--- config.mk ---
export PLATFORM = sky130hd
export DESIGN_NAME = multdiv_unit
export DESIGN_NICKNAME = d
export VERILOG_FILES = /design/src/rtl/multdiv_unit.sv
export SDC_FILE = /design/constraint.sdc
export NUM_CORES = 1
export LEC_CHECK = 0
export BUFFER_PORTS_ARGS = -buffer_cell sky130_fd_sc_hd__buf_2
export CAP_MARGIN = 20
export CORE_MARGIN = 8
export CORE_UTILIZATION = 45
export CTS_BUF_LIST = sky130_fd_sc_hd__clkbuf_8
export CTS_CLUSTER_DIAMETER = 200
export DETAILED_ROUTE_END_ITERATION = 12
export PLACE_DENSITY_LB_ADDON = 0.3
export SLEW_MARGIN = 0
export SYNTH_ARGS = -nofsm -noshare
export SYNTH_HDL_FRONTEND = slang
export SYNTH_SLANG_ARGS = --single-unit
--- constraint.sdc ---
create_clock -name clock -period 13 [get_ports clock]
set_input_delay 0.65 -clock clock [delete_from_list [all_inputs] [get_ports clock]]
set_output_delay 0.65 -clock clock [all_outputs]
set_load 0.1 [all_outputs]
--- src/rtl/multdiv_unit.sv ---
// Iterative signed 32-bit multiply/divide unit: radix-2 Booth multiply and
// non-restoring magnitude divide, one bit per cycle, fixed latency.
module multdiv_unit #(
    parameter int WIDTH = 32,
    parameter int CNT_W = 6
) (
    input  logic             clock,
    input  logic             ctrl_reset,
    input  logic [WIDTH-1:0] data_operandA,
    input  logic [WIDTH-1:0] data_operandB,
    input  logic             ctrl_MULT,
    input  logic             ctrl_DIV,
    output logic [WIDTH-1:0] data_result,
    output logic             data_exception,
    output logic             data_resultRDY,
    output logic             busy
);

    typedef enum logic [1:0] {IDLE, RUN, DONE} state_t;

    state_t state_q, state_d;

    logic                    start;
    logic                    last;
    logic                    finish;
    logic [CNT_W-1:0]        cnt_q;
    logic                    op_div_q;
    logic                    neg_q;
    logic                    dvz_q;
    logic [WIDTH-1:0]        a_q;
    logic signed [WIDTH+1:0] hi_q, hi_d;
    logic [WIDTH-1:0]        lo_q, lo_d;
    logic                    ext_q, ext_d;
    logic signed [WIDTH+1:0] a_ext, d_ext, sh, sum;
    logic [2*WIDTH-1:0]      product;
    logic [WIDTH:0]          div_out;

    function automatic logic [WIDTH-1:0] magnitude(input logic [WIDTH-1:0] x);
        return x[WIDTH-1] ? (~x + 1'b1) : x;
    endfunction

    // Product fits in WIDTH signed bits only if its top WIDTH+1 bits are a pure sign extension.
    function automatic logic mult_ovf(input logic [2*WIDTH-1:0] p);
        logic [WIDTH:0] top;
        top = p[2*WIDTH-1:WIDTH-1];
        return !((&top) || (~|top));
    endfunction

    function automatic logic [WIDTH:0] div_fix(input logic [WIDTH-1:0] q,
                                               input logic neg, input logic dvz);
        logic [WIDTH-1:0] res;
        logic             exc;
        if (dvz) begin
            res = '0;
            exc = 1'b1;
        end else begin
            res = neg ? (~q + 1'b1) : q;
            exc = !neg && q[WIDTH-1];
        end
        return {exc, res};
    endfunction

    assign start  = ctrl_MULT | ctrl_DIV;
    assign last   = (cnt_q == CNT_W'(WIDTH));
    assign finish = (state_q == RUN) && last && !start;

    always_comb begin
        state_d = state_q;
        case (state_q)
            IDLE:    if (start) state_d = RUN;
            RUN:     if (start) state_d = RUN; else if (last) state_d = DONE;
            DONE:    state_d = start ? RUN : IDLE;
            default: state_d = IDLE;
        endcase
    end

    always_ff @(posedge clock) begin
        if (ctrl_reset) state_q <= IDLE;
        else            state_q <= state_d;
    end

    assign a_ext = {{2{a_q[WIDTH-1]}}, a_q};
    assign d_ext = {2'b00, a_q};

    always_comb begin
        hi_d  = hi_q;
        lo_d  = lo_q;
        ext_d = ext_q;
        sh    = '0;
        sum   = hi_q;
        if (!op_div_q) begin
            case ({lo_q[0], ext_q})
                2'b01:   sum = hi_q + a_ext;
                2'b10:   sum = hi_q - a_ext;
                default: sum = hi_q;
            endcase
            hi_d  = sum >>> 1;
            lo_d  = {sum[0], lo_q[WIDTH-1:1]};
            ext_d = lo_q[0];
        end else begin
            // Partial remainder sign picks add or subtract; no restore step needed.
            sh   = {hi_q[WIDTH:0], lo_q[WIDTH-1]};
            sum  = hi_q[WIDTH+1] ? (sh + d_ext) : (sh - d_ext);
            hi_d = sum;
            lo_d = {lo_q[WIDTH-2:0], ~sum[WIDTH+1]};
        end
    end

    always_ff @(posedge clock) begin
        if (start) begin
            op_div_q <= ~ctrl_MULT;
            cnt_q    <= '0;
            hi_q     <= '0;
            ext_q    <= 1'b0;
            neg_q    <= data_operandA[WIDTH-1] ^ data_operandB[WIDTH-1];
            dvz_q    <= (data_operandB == '0);
            if (ctrl_MULT) begin
                a_q  <= data_operandA;
                lo_q <= data_operandB;
            end else begin
                a_q  <= magnitude(data_operandB);
                lo_q <= magnitude(data_operandA);
            end
        end else if (state_q == RUN && !last) begin
            hi_q  <= hi_d;
            lo_q  <= lo_d;
            ext_q <= ext_d;
            cnt_q <= cnt_q + CNT_W'(1);
        end
    end

    assign product = {hi_q[WIDTH-1:0], lo_q};
    assign div_out = div_fix(lo_q, neg_q, dvz_q);

    always_ff @(posedge clock) begin
        if (ctrl_reset) begin
            data_result    <= '0;
            data_exception <= 1'b0;
        end else if (finish) begin
            if (op_div_q) begin
                data_result    <= div_out[WIDTH-1:0];
                data_exception <= div_out[WIDTH];
            end else begin
                data_result    <= lo_q;
                data_exception <= mult_ovf(product);
            end
        end
    end

    assign data_resultRDY = (state_q == DONE);
    assign busy           = (state_q == RUN);

endmodule
; ---- Yosys cells after proc, flatten, opt, wreduce, memory -nomap -nowiden
; Index checks and enable logic that the tools add are counted.
[word_totals]
reg_bits = 143
out_inout_bits = 35
elab_cells = 71
[op_classes]
n_addsub = 8
n_eq_ne = 7
n_mux = 20
bitwise_logic = 8
reduce_logical = 17
[ops]
columns = operator, n
row1 = 2-to-1 mux 32 bit, 10
row2 = "adder 32 x 1 -> 32 bit, second input constant", 3
row3 = inverter 32 bit, 3
row4 = 2-to-1 mux 34 bit, 2
row5 = one-hot mux 34 bit (2 select lines), 1
row6 = adder 34 x 32 -> 34 bit, 1
row7 = adder 34 x 33 -> 34 bit, 1
row8 = subtractor 34 x 32 -> 34 bit, 1
row9 = subtractor 34 x 33 -> 34 bit, 1
row10 = AND reduction 33 bit, 1
row11 = OR reduction 33 bit, 1
row12 = zero test 32 bit, 1
row13 = "adder 6 x 1 -> 6 bit, second input constant", 1
row14 = "== test 6 bit, second input constant", 1
row15 = 2-to-1 mux 2 bit, 3
row16 = one-hot mux 2 bit (3 select lines), 1
row17 = zero test 1 bit, 5
row18 = "== test 2 x 1 -> 1 bit, second input constant", 2
row19 = "== test 2 bit, second input constant", 2
row20 = logical AND 1 bit, 4
row21 = AND reduction 2 bit, 2
row22 = 2-to-1 mux 1 bit, 3
row23 = "!= test 3 x 1 -> 1 bit, second input constant", 1
row24 = inverter 1 bit, 3
row25 = other kinds (6), 6

; ---- Depth between registers and ports, before layout
[depth]
depth_word = 6
depth_mapped = 23
mapped_depth_nobuf = 22

; ---- Worst setup path after synthesis
; OpenSTA, ideal clock, no wires.
[synth_timing]
path_kind = reg-to-reg
startpoint = register a_q[0]
endpoint = register hi_q[32]
setup_time_ps = 91
arrival_ps = 4913
slack_ps = 7996
stages_incl_launch_ff = 22
n_path_buf = 0
synth_period_minus_slack_ps = 5004
cell_sequence = edfxtp_1 -> inv_1 -> ha_1 -> nand2_1 -> nor3_1 -> nand2b_1 -> nor4_1 -> or3b_1 -> or4_1 -> nor4_1 -> nor2_1 -> xnor2_1 -> ha_1 -> nand3_1 -> nor3_1 -> nand2_1 -> o311a_1 -> o31ai_1 -> xnor2_1 -> or3_1 -> a31o_2 -> a311oi_1
[synth_between]
elab_chain_len = 3
elab_cells_between_ends = 7
cone_classes = 4 x add/sub / 3 x mux
[synth_rtl]
columns = item, line
row1 = "start, declared", 30  ; logic [WIDTH-1:0] a_q;
row2 = "start signal, assigned", 118  ; a_q <= data_operandA;
row3 = "start signal, assigned", 121  ; a_q <= magnitude(data_operandB);
row4 = "subtractor 34 x 32 -> 34 bit, or another cell as far along", 94  ; 2'b10: sum = hi_q - a_ext;
row5 = one-hot mux 34 bit (2 select lines) / 2-to-1 mux 34 bit (equally long branches), "92, 103"
row6 = 2-to-1 mux 34 bit *, 91  ; if (!op_div_q) begin
row7 = "end signal, assigned", 125  ; hi_q <= hi_d;
row8 = "end, declared", 31  ; logic signed [WIDTH+1:0] hi_q, hi_d;
; Every way passes the cells marked *; elsewhere a longest branch is shown, timed or not.
; A chain may end at the register's enable or synchronous reset.

; ---- Final worst setup path
[layout_timing]
startpoint = register a_q[0]
endpoint = register hi_q[33]
; The elaborated chain is that of the path after synthesis.

==> impl_metrics.env <==
export IMPL_drc=0
export IMPL_fp_dieW_microns=189
export IMPL_overflow=0
export IMPL_yosys_top_cells_count="nand2_1 (204), nor2_1 (200), a21oi_1 (180)"
export IMPL_synth_fa_ha_area_frac=0.0714
export IMPL_postSynthNetCount=1935
export IMPL_vdd_ir_drop_max_uv=62.4
export IMPL_cts_inserted_buffers=17
export IMPL_critPathCaptureType="register"
export IMPL_avgSynthCellArea_sq_um=7.56
export IMPL_synth_most_common_cell="nand2_1"
export IMPL_dp_slack_ns=7.26
export IMPL_synth_simple_area_share=0.214
export IMPL_wl_microns=43900
export IMPL_htree_levels=4
export IMPL_worst_path_buf_inv=1
export IMPL_antenna_found_initial=4
export IMPL_fillers=2961
export IMPL_netlist_area_sq_um=13500
export IMPL_worstMarginPinSlew_ns=1.04
export IMPL_synth_seq_cells=143
export IMPL_yosysTopAreaCell="edfxtp_1"
export IMPL_clock_skew_ns=0.0242
export IMPL_synth_main_ff_cell="dfxtp_1"
export IMPL_rsz0062_at_grt="no"
export IMPL_root_buffer="clkbuf_8"
export IMPL_synth_compound_area_frac=0.274
export IMPL_track_usage=0.237
export IMPL_power_density_nw_per_um2=110
export IMPL_yosys_top_cells_area="edfxtp_1 (15%), dfxtp_1 (11%), ha_1 (6.8%), a21oi_1 (6.7%), o21ai_0 (6.4%)"
export IMPL_post_cts_resize_count=0
export IMPL_clock_path_buffers=2
export IMPL_cts_sinks=143
export IMPL_yosys_area_top_type_share=0.149
export IMPL_final_max_slew_viol_count=0
export IMPL_rows=63
export IMPL_netlist_instances=1791
export IMPL_p_leak_nw=5.92
export IMPL_vias_per_cell=6.15
export IMPL_cts_hold_buf=0
export IMPL_ys_seq_area_frac=0.261
export IMPL_setup_viol=0
export IMPL_first_iter_violations=1402
export IMPL_grt_pass1_vias=12500
export IMPL_synth_top_family_by_area="compound AO/OA/AOI/OAI gates"
export IMPL_yosysWarnings=0
export IMPL_fmaxAchievable_mhz=171
export IMPL_multi_input_area_sq_um=9450
export IMPL_cp_arrival_ns=6.28
export IMPL_start_kind="register"
export IMPL_synthMuxAreaShare=0.0253
export IMPL_core_area_sq_um=29600
export IMPL_path_cells="inv_1, ha_1, nand2_1, nor3_1, nand2b_1, nor4_1, or3b_1, or4_1, nor4_1, nor2_1, xnor2_1, ha_1, nand3_1, nor3_1, nand2_1, o311a_1, o31ai_1, xnor2_1, or3_1, a311oi_1, o21a_1"
export IMPL_status="completed"
export IMPL_tns_ns=0
export IMPL_synth_distinct_cells=77
export IMPL_die_height_microns=189
export IMPL_drive_above_1_share=0.0952
export IMPL_dp_hpwl_microns=33500
export IMPL_area_growth_pct=8.68
export IMPL_cp_required_ns=13.44
export IMPL_seq_area_sq_um=3530
export IMPL_grt_pass1_wl_microns=69000
export IMPL_die_area_sq_um=35900
export IMPL_vias=13700
export IMPL_cts_setup_buffers=0
export IMPL_cpPeakStageDelay_ns=0.44
export IMPL_route_detailed_wl_per_inst_microns=19.7
export IMPL_ant_nets=0
export IMPL_crit_family="simple AND/OR/NAND/NOR gates"
export IMPL_cp_max_fo=6
export IMPL_hold_violations=0
export IMPL_cts_tree="yes"
export IMPL_synth_edff_count=67
export IMPL_crit_slowest_cell="edfxtp_1"
export IMPL_setup_slack_ns=7.16
export IMPL_grt_max_degree=123
export IMPL_fin_nets=1969
export IMPL_slew_headroom=0.310
export IMPL_pin_count=103
export IMPL_async_flop_share=0
export IMPL_portBuffers=102
export IMPL_clock_latency_ns=0.49
export IMPL_post_route_period_util=0.449
export IMPL_clkTransAtPathRegs_ns=0.09
export IMPL_start_util=0.457
export IMPL_synth_xor_area_frac=0.113
export IMPL_layout_min_cycle_time_ns=5.84
export IMPL_firstDrtPassIters=5
export IMPL_crit_type="reg -> reg"
export IMPL_min_path_type="reg -> reg"
export IMPL_cap_violations=0
export IMPL_place_congestion=0.945
final cells by class:
class,instances,area share
Inverter,44,0.0112
Sequential cell,143,0.240
Clock inverter,12,0.00944
Antenna cell,3,0.000510
Multi-Input combinational cell,1500,0.643
Clock buffer,20,0.0187
Timing Repair Buffer,119,0.0441
Tap cell,390,0.0332
flip-flops by register name (all words and copies together), names as in the netlist:
register        flops
dvz_q               1
data_exception      1
ext_q               1
state_q             2
hi_q               34
data_result        32
op_div_q            1
cnt_q               6
a_q                32
neg_q               1
lo_q               32
where the power goes:
part	total, mW	switching, mW	internal, mW	leakage [nW]
combinational	0.656	0.404	0.252	4.38
clock	0.390	0.186	0.203	0.224
sequential	0.566	0.0552	0.511	1.32
total	1.61	0.646	0.966	5.92
kinds of logic (layout without fill, tap and decap cells):
logic type	Yosys count	after routing
other	0	3
adders and majority gates	76	76
and+or+nand+nor	620	620
xor gates and xnor gates	175	175
DFF	143	143
AOI/OAI and AO/OA	595	595
buffers and inverters	148	195
muxes	34	34
per-stage QoR:
step / power, mW / hold slack, ns / utilization / cell area (sq um) / cells
2_1_floorplan: 1.04 / 0.419 / - / 13500 / 1791
3_3_place_gp: 1.21 / 0.439 / 0.482 / 14300 / 2195
3_5_place_dp: 1.22 / 0.443 / 0.482 / 14300 / 2195
4_1_cts: 1.61 / 0.457 / 0.496 / 14700 / 2227
5_1_grt: 1.71 / 0.471 / 0.496 / 14700 / 2228
6_report: 1.61 / 0.456 / 0.496 / 14700 / 2231
worst reg2reg max path, cell delays in order (launching register included):
cell	delay, ns
edfxtp_1	0.44
inv_1	0.08
ha_1	0.24
nand2_1	0.07
nor3_1	0.29
nand2b_1	0.16
nor4_1	0.38
or3b_1	0.40
or4_1	0.44
nor4_1	0.28
nor2_1	0.10
xnor2_1	0.16
ha_1	0.40
nand3_1	0.23
nor3_1	0.35
nand2_1	0.10
o311a_1	0.42
o31ai_1	0.34
xnor2_1	0.12
or3_1	0.34
a311oi_1	0.29
o21a_1	0.17
routing by layer:
layer	up-vias	track usage	wire length, microns
met5	-	0	36
met4	6	0.0746	1180
met3	73	0.0443	2920
met2	487	0.373	19600
met1	6512	0.324	20200
li1	6646	-	-
cells in the final DEF, fill, tap and decap left out, types with 20 or more instances in the layout:
cell / count
dfxtp_1: 76
ha_1: 74
or3_1: 21
nor2_1: 200
xor2_1: 83
xnor2_1: 92
a21o_1: 40
nand2_1: 204
o21ai_0: 172
buf_2: 101
inv_1: 44
clkbuf_8: 20
o31ai_1: 21
a211oi_1: 22
nor3_1: 40
a21oi_1: 179
nand3_1: 26
edfxtp_1: 67
mux2i_1: 32
path summary, 6_finish.rpt:
kind                                   to  slack [ns]                     from  cells past startpoint
setup / recovery    hi_q[33]$_SDFFE_PN0P_        7.16         a_q[0]$_DFFE_PN_                     21
hold reg to reg   state_q[0]$_SDFFE_PP0P_        0.46  state_q[1]$_SDFFE_PP0P_                      1
hold / removal    state_q[0]$_SDFFE_PP0P_        0.46  state_q[1]$_SDFFE_PP0P_                      1
setup reg to reg    hi_q[33]$_SDFFE_PN0P_        7.16         a_q[0]$_DFFE_PN_                     21
No activity file was read; power rests on OpenSTA's default activity.
